**config.mk**
```make
export PLATFORM = sky130hd
export DESIGN_NAME = k054539_host_master
export DESIGN_NICKNAME = d
export VERILOG_FILES = /design/src/rtl/k054539_pkg.sv /design/src/rtl/k054539_cyc_timer.sv /design/src/rtl/k054539_host_master.sv
export SDC_FILE = /design/constraint.sdc
export NUM_CORES = 1
export LEC_CHECK = 0
export ABC_CLOCK_PERIOD_IN_PS = 6900
export CAP_MARGIN = 10
export CORE_MARGIN = 2
export CORE_UTILIZATION = 55
export DETAILED_ROUTE_END_ITERATION = 12
export PLACE_DENSITY = 0.85
export REMOVE_ABC_BUFFERS = 1
export SETUP_SLACK_MARGIN = 0.3
export SYNTH_ARGS = -nofsm -noshare
export SYNTH_HDL_FRONTEND = slang
export SYNTH_SLANG_ARGS = --single-unit
```
**constraint.sdc**
```tcl
create_clock -name CLK -period 6.9 [get_ports CLK]
set_input_delay 1.725 -clock CLK [delete_from_list [all_inputs] [get_ports CLK]]
set_output_delay 1.725 -clock CLK [all_outputs]
set_load 0.01 [all_outputs]
```
**src/rtl/k054539_pkg.sv**
```systemverilog
// k054539_pkg: shared FSM states, default bus timing and register-address mapping
package k054539_pkg;

  typedef enum logic [2:0] {
    ST_IDLE,
    ST_SETUP,
    ST_CSLOW,
    ST_STROBE,
    ST_HOLD,
    ST_RECOV
  } state_t;

  localparam int CNT_W = 16;

  localparam int DEF_SETUP_CYC    = 1;
  localparam int DEF_CS2STB_CYC   = 1;
  localparam int DEF_STROBE_CYC   = 8;
  localparam int DEF_HOLD_CYC     = 1;
  localparam int DEF_RECOV_CYC    = 2;
  localparam int DEF_WAIT_TIMEOUT = 255;

  // Register bit 8 has no pin; bit 9 lands on AB09, packed here as bus bit 8.
  localparam logic [9:0] AB_LOW_MASK = 10'h0FF;
  localparam logic [9:0] AB09_MASK   = 10'h100;

  function automatic logic [8:0] bus_addr(input logic [9:0] a);
    return 9'(((a >> 1) & AB09_MASK) | (a & AB_LOW_MASK));
  endfunction

endpackage

```
**src/rtl/k054539_cyc_timer.sv**
```systemverilog
// k054539_cyc_timer: loadable saturating down-counter with a zero flag
module k054539_cyc_timer
  import k054539_pkg::*;
#(
  parameter int W = CNT_W
) (
  input  logic         clk,
  input  logic         rst,
  input  logic         load_i,
  input  logic         dec_i,
  input  logic [W-1:0] val_i,
  output logic         zero_o
);

  logic [W-1:0] cnt_q, cnt_d;

  // load wins over decrement; the count parks at zero
  always_comb cnt_d = load_i ? val_i : (dec_i && cnt_q != '0) ? cnt_q - W'(1) : cnt_q;

  // count register
  always_ff @(posedge clk) begin
    if (rst) cnt_q <= '0;
    else cnt_q <= cnt_d;
  end

  assign zero_o = cnt_q == '0;

endmodule

```
**src/rtl/k054539_host_master.sv**
```systemverilog
// k054539_host_master: valid/ready request stream to 054539 host-bus cycles with WAIT handling
module k054539_host_master
  import k054539_pkg::*;
#(
  parameter int SETUP_CYC    = DEF_SETUP_CYC,
  parameter int CS2STB_CYC   = DEF_CS2STB_CYC,
  parameter int STROBE_CYC   = DEF_STROBE_CYC,
  parameter int HOLD_CYC     = DEF_HOLD_CYC,
  parameter int RECOV_CYC    = DEF_RECOV_CYC,
  parameter int WAIT_TIMEOUT = DEF_WAIT_TIMEOUT
) (
  input  logic       CLK,
  input  logic       RES,
  input  logic       REQ_VALID,
  output logic       REQ_READY,
  input  logic       REQ_WR,
  input  logic [9:0] REQ_ADDR,
  input  logic [7:0] REQ_DATA,
  output logic       RSP_VALID,
  output logic       RSP_WR,
  output logic [7:0] RSP_DATA,
  output logic       RSP_ERR,
  output logic [7:0] PIN_AB,
  output logic       PIN_AB09,
  output logic [7:0] PIN_DB_OUT,
  output logic       PIN_DB_OE,
  input  logic [7:0] PIN_DB_IN,
  output logic       PIN_NCS,
  output logic       PIN_NRD,
  output logic       PIN_NWR,
  input  logic       PIN_WAIT
);

  state_t           state_q, state_d;
  logic             wr_q, wr_d;
  logic [8:0]       addr_q, addr_d;
  logic [7:0]       data_q, data_d;
  logic [7:0]       rdata_q, rdata_d;
  logic             err_q, err_d;
  logic             rsp_q, rsp_d;
  logic             ph_load, ph_zero;
  logic [CNT_W-1:0] ph_val;
  logic             wt_load, wt_dec, wt_zero;

  k054539_cyc_timer #(.W(CNT_W)) u_phase (
    .clk   (CLK),
    .rst   (RES),
    .load_i(ph_load),
    .dec_i (1'b1),
    .val_i (ph_val),
    .zero_o(ph_zero)
  );

  k054539_cyc_timer #(.W(CNT_W)) u_wait (
    .clk   (CLK),
    .rst   (RES),
    .load_i(wt_load),
    .dec_i (wt_dec),
    .val_i (CNT_W'(WAIT_TIMEOUT)),
    .zero_o(wt_zero)
  );

  // phase sequencing: each state loads its length on entry and leaves when the phase count hits zero
  always_comb begin
    state_d = state_q;
    wr_d    = wr_q;
    addr_d  = addr_q;
    data_d  = data_q;
    err_d   = err_q;
    rdata_d = (state_q == ST_STROBE) ? PIN_DB_IN : rdata_q;
    ph_load = 1'b0;
    ph_val  = '0;
    wt_load = 1'b0;
    wt_dec  = 1'b0;
    case (state_q)
      ST_IDLE: if (REQ_VALID) begin
        state_d = ST_SETUP;
        ph_load = 1'b1;
        ph_val  = CNT_W'(SETUP_CYC - 1);
        wr_d    = REQ_WR;
        addr_d  = bus_addr(REQ_ADDR);
        data_d  = REQ_WR ? REQ_DATA : '0;
      end
      ST_SETUP: if (ph_zero) begin
        state_d = ST_CSLOW;
        ph_load = 1'b1;
        ph_val  = CNT_W'(CS2STB_CYC - 1);
      end
      ST_CSLOW: if (ph_zero) begin
        state_d = ST_STROBE;
        ph_load = 1'b1;
        ph_val  = CNT_W'(STROBE_CYC - 1);
        wt_load = 1'b1;
        err_d   = 1'b0;
      end
      ST_STROBE: if (ph_zero) begin
        if (PIN_WAIT || wt_zero) begin
          state_d = ST_HOLD;
          ph_load = 1'b1;
          ph_val  = CNT_W'(HOLD_CYC - 1);
          err_d   = !PIN_WAIT;
        end else begin
          wt_dec = 1'b1;
        end
      end
      ST_HOLD: if (ph_zero) begin
        state_d = ST_RECOV;
        ph_load = 1'b1;
        ph_val  = CNT_W'(RECOV_CYC - 1);
      end
      ST_RECOV: if (ph_zero) state_d = ST_IDLE;
      default: state_d = ST_IDLE;
    endcase
    rsp_d = (state_q == ST_HOLD) && (state_d == ST_RECOV);
  end

  // state and latched access registers; reset drops any access in flight
  always_ff @(posedge CLK) begin
    if (RES) begin
      state_q <= ST_IDLE;
      wr_q    <= 1'b0;
      addr_q  <= '0;
      data_q  <= '0;
      rdata_q <= '0;
      err_q   <= 1'b0;
      rsp_q   <= 1'b0;
    end else begin
      state_q <= state_d;
      wr_q    <= wr_d;
      addr_q  <= addr_d;
      data_q  <= data_d;
      rdata_q <= rdata_d;
      err_q   <= err_d;
      rsp_q   <= rsp_d;
    end
  end

  assign REQ_READY  = (state_q == ST_IDLE) && !RES;
  assign PIN_AB     = addr_q[7:0];
  assign PIN_AB09   = addr_q[8];
  assign PIN_DB_OUT = data_q;
  assign PIN_DB_OE  = wr_q && (state_q inside {ST_SETUP, ST_CSLOW, ST_STROBE, ST_HOLD});
  assign PIN_NCS    = !(state_q inside {ST_CSLOW, ST_STROBE, ST_HOLD});
  assign PIN_NWR    = !((state_q == ST_STROBE) && wr_q);
  assign PIN_NRD    = !((state_q == ST_STROBE) && !wr_q);
  assign RSP_VALID  = rsp_q;
  assign RSP_WR     = rsp_q && wr_q;
  assign RSP_DATA   = (rsp_q && !wr_q) ? rdata_q : '0;
  assign RSP_ERR    = rsp_q && err_q;

endmodule

```
==> run_results.csv <==
group,metric,value,unit
setup_path,critPathKind,"in2out",
synthesis,ys_ff_latch,63,
grt,grtUsageTotal,24.0,%
hold_path,whs_path_depth,2,
drt,dr.pass1.iters,6,
placement,place_inst,481,
grt,grt_first_pass_wirelength,11800,um
setup_path,critPathRequiredTime,5.18,ns
sta,worstMarginPinSlew,1.05,ns
grt,first_global_vias,2537,
clock_network,post_cts_buffers,0,
floorplanning,fp.dieW,78.0,um
cells_and_area,antenna_cells,0,
drt,wl,6940,um
cells_and_area,final_cell_area,0.00388,mm2
grt,antenna_found_initial,0,
setup_path,start_kind,"input pin",
sta,final.setup.worst_slack,1.97,ns
clock_network,root_buffer,"clkbuf_8",
floorplanning,rows,26,
sta,fin_setup_tns,0,ns
sta,hold_viol,0,
hold_path,holdCritPathClass,"reg2reg",
floorplanning,pin_count,64,
synthesis,yosysWarnings,0,
synthesis,ys_seq_area_share,41.8,%
sta,setup_viol,0,
synthesis,synth_top_flop_cell,"dfxtp_1",
drt,ant_nets,0,
placement,port_buffers,62,
placement,gp_congestion,0.841,
clock_network,tritoncts,"yes",
drt,drc,0,
drt,wl_per_cell,14.0,um
setup_path,end_kind,"primary output",
drt,vias,2808,
cells_and_area,fillCellCount,406,
clock_network,clock_latency,0.34,ns
power,powerDensity,371,mW/mm2
sta,finalMaxSlewViolations,0,
run,maxCapViolCount,0,
floorplanning,core_area,0.00520,mm2
placement,place_ws,1.97,ns
cells_and_area,finalNonFillerCells,497,
clock_network,cts_made_buffers,9,
clock_network,htree_levels,3,
power,ir_drop,0.000331,V
run_status,outcome,"completed",
placement,hpwl,4680,um
sta,hold-worst-slack,0.450,ns
clock_network,max-clock-path-buffers,2,
synthesis,synthCells,369,
synthesis,syn_area_per_cell,8.17,um2
floorplanning,fp.dieH,78.0,um
drt,vias_per_cell,5.65,
synthesis,synth_area,0.00301,mm2
setup_path,crit_slowest_cell,"clkdlybuf4s50_1",
setup_path,reg2reg_depth,5,
cells_and_area,layout-drive-gt1-share,5.62,%
cells_and_area,regArea,0.00126,mm2
clock_network,cts_resized,0,
power,p_leak,1.38,nW
setup_path,crit_fanout,45,
sta,fmax,0.203,GHz
floorplanning,die_area,0.00609,mm2
sta,skew,0.0113,ns
drt,drt_iter0_drc,210,
clock_network,postCtsHoldBufs,0,
power,power,1.44,mW
floorplanning,initial_core_util,57.9,%
cells_and_area,multi_input_area,0.00165,mm2
sta,finalCritPeriodShare,71.5,%
synthesis,synth_edf_count,0,
clock_network,clock-sinks,63,
setup_path,cp_cell_sequence,"clkdlybuf4s50_1, buf_4, nor4_1, clkdlybuf4s50_1",
setup_path,slowest_delay,0.60,ns
sta,finalCriticalPeriod,4.93,ns
setup_path,crit_path_frequent_cell,"clkdlybuf4s50_1",
synthesis,async_reset_ff_share,0,%
placement,place_area,0.00365,mm2
cells_and_area,areaGrowthSynthToFinish,28.7,%
cells_and_area,final_core_util,74.5,%
clock_network,cts.clk_slew.worst_paths,0.06,ns
grt,grt_max_degree,46,
grt,grt-ovfl-total,0,
sta,slew_headroom,29.4,%
setup_path,arrival,3.21,ns
sta,rsz0062_at_grt,"false",
cells_and_area,nets,456,
synthesis,yosys.cell_types.count,51,
-- area by class of cell --
type	instances	share of cell area (%)
Sequential cell	63	32.5
Tap cell	70	2.26
Multi-Input combinational cell	279	42.5
Timing Repair Buffer	63	16.2
Clock inverter	5	2.06
Clock buffer	11	3.90
Inverter	6	0.581
-- cells by family (layout without fill, tap and decap cells) --
family          count (synthesis)  count (layout)  share of synthesized area, %
simple gates                  175             175                          31.8
compound gates                 82              82                          15.9
flops                          63              63                          41.8
buf+inv                        27              85                          3.49
xor+xnor                       15              15                          4.36
mux                             4               4                          1.37
fa+ha+maj                       3               3                          1.25
-- sequential cells by signal, indices dropped and copies added, names as in the netlist --
name and flops:
PIN_DB_OUT 8, RSP_VALID 1, addr_q 9, err_q 1, rdata_q 8, state_q 3, u_phase.cnt_q 16, u_wait.cnt_q 16
wr_q 1
-- worst max-delay path: cells and delay by family --
kind,cells,cell delay (ns)
buffers and inverters,3,1.26
and+or+nand+nor,1,0.21
-- cell usage after synthesis, types with 3 or more instances --
| master | count | share of area (%) |
|---|---|---|
| nor2b_1 | 4 | 0.83 |
| nand2b_1 | 5 | 1.0 |
| xnor2_1 | 8 | 2.3 |
| nand4_1 | 5 | 1.0 |
| inv_1 | 6 | 0.75 |
| xor2_1 | 7 | 2.0 |
| a21oi_1 | 51 | 8.5 |
| mux2i_1 | 3 | 1.0 |
| nor4_1 | 6 | 1.2 |
| nor3_1 | 12 | 2.0 |
| or3_1 | 10 | 2.1 |
| nand3_1 | 16 | 2.7 |
| clkbuf_1 | 16 | 2.0 |
| buf_2 | 3 | 0.50 |
| nand3b_1 | 4 | 1.0 |
| nand2_1 | 57 | 7.1 |
| nor2_1 | 19 | 2.4 |
| and3_1 | 3 | 0.62 |
| ha_1 | 3 | 1.2 |
| o211ai_1 | 3 | 0.75 |
| dfxtp_1 | 63 | 42 |
| a31oi_1 | 3 | 0.62 |
| o21ai_0 | 8 | 1.3 |
| or4_1 | 6 | 1.5 |
| o31ai_1 | 5 | 1.2 |
| and2_1 | 12 | 2.5 |
-- where the power goes --
part	total (mW)	internal, mW	switching, mW
registers	0.476	0.418	0.0577
clock network	0.364	0.222	0.142
logic	0.599	0.236	0.363
-- placed cells by master (no fill, tap or decap), types with 3 or more instances in the layout --
master / n
nor3_1: 12
and3_1: 3
mux2i_1: 3
xor2_1: 7
xnor2_1: 8
inv_1: 6
a31oi_1: 3
nor4_1: 6
nand3_1: 16
nor2b_1: 4
nor2_1: 19
o211ai_1: 3
nand3b_1: 4
clkbuf_8: 11
a21oi_1: 51
nand4_1: 5
o31ai_1: 5
or4_1: 6
ha_1: 3
o21ai_0: 8
nand2b_1: 5
and2_1: 12
dfxtp_1: 63
clkdlybuf4s50_1: 62
or3_1: 10
nand2_1: 57
-- path summary, 6_finish.rpt --
check / start / endpoint / slack, ns
setup / recovery: RES / REQ_READY / 1.97
setup reg to reg: u_phase.cnt_q[12] / u_wait.cnt_q[9] / 4.11
hold reg to reg: rdata_q[3] / rdata_q[3] / 0.45
hold / removal: rdata_q[3] / rdata_q[3] / 0.45
-- layer usage --
metal  track usage, %  share of wire (%)  vias to the layer above
met1             31.4                 46                     1289
li1                 -                  -                     1427
met4             9.30                1.5                        0
met5                0                  0                        -
met3             5.63                5.6                       11
met2             38.5                 47                       81
Power figures use the tool's default switching activity.
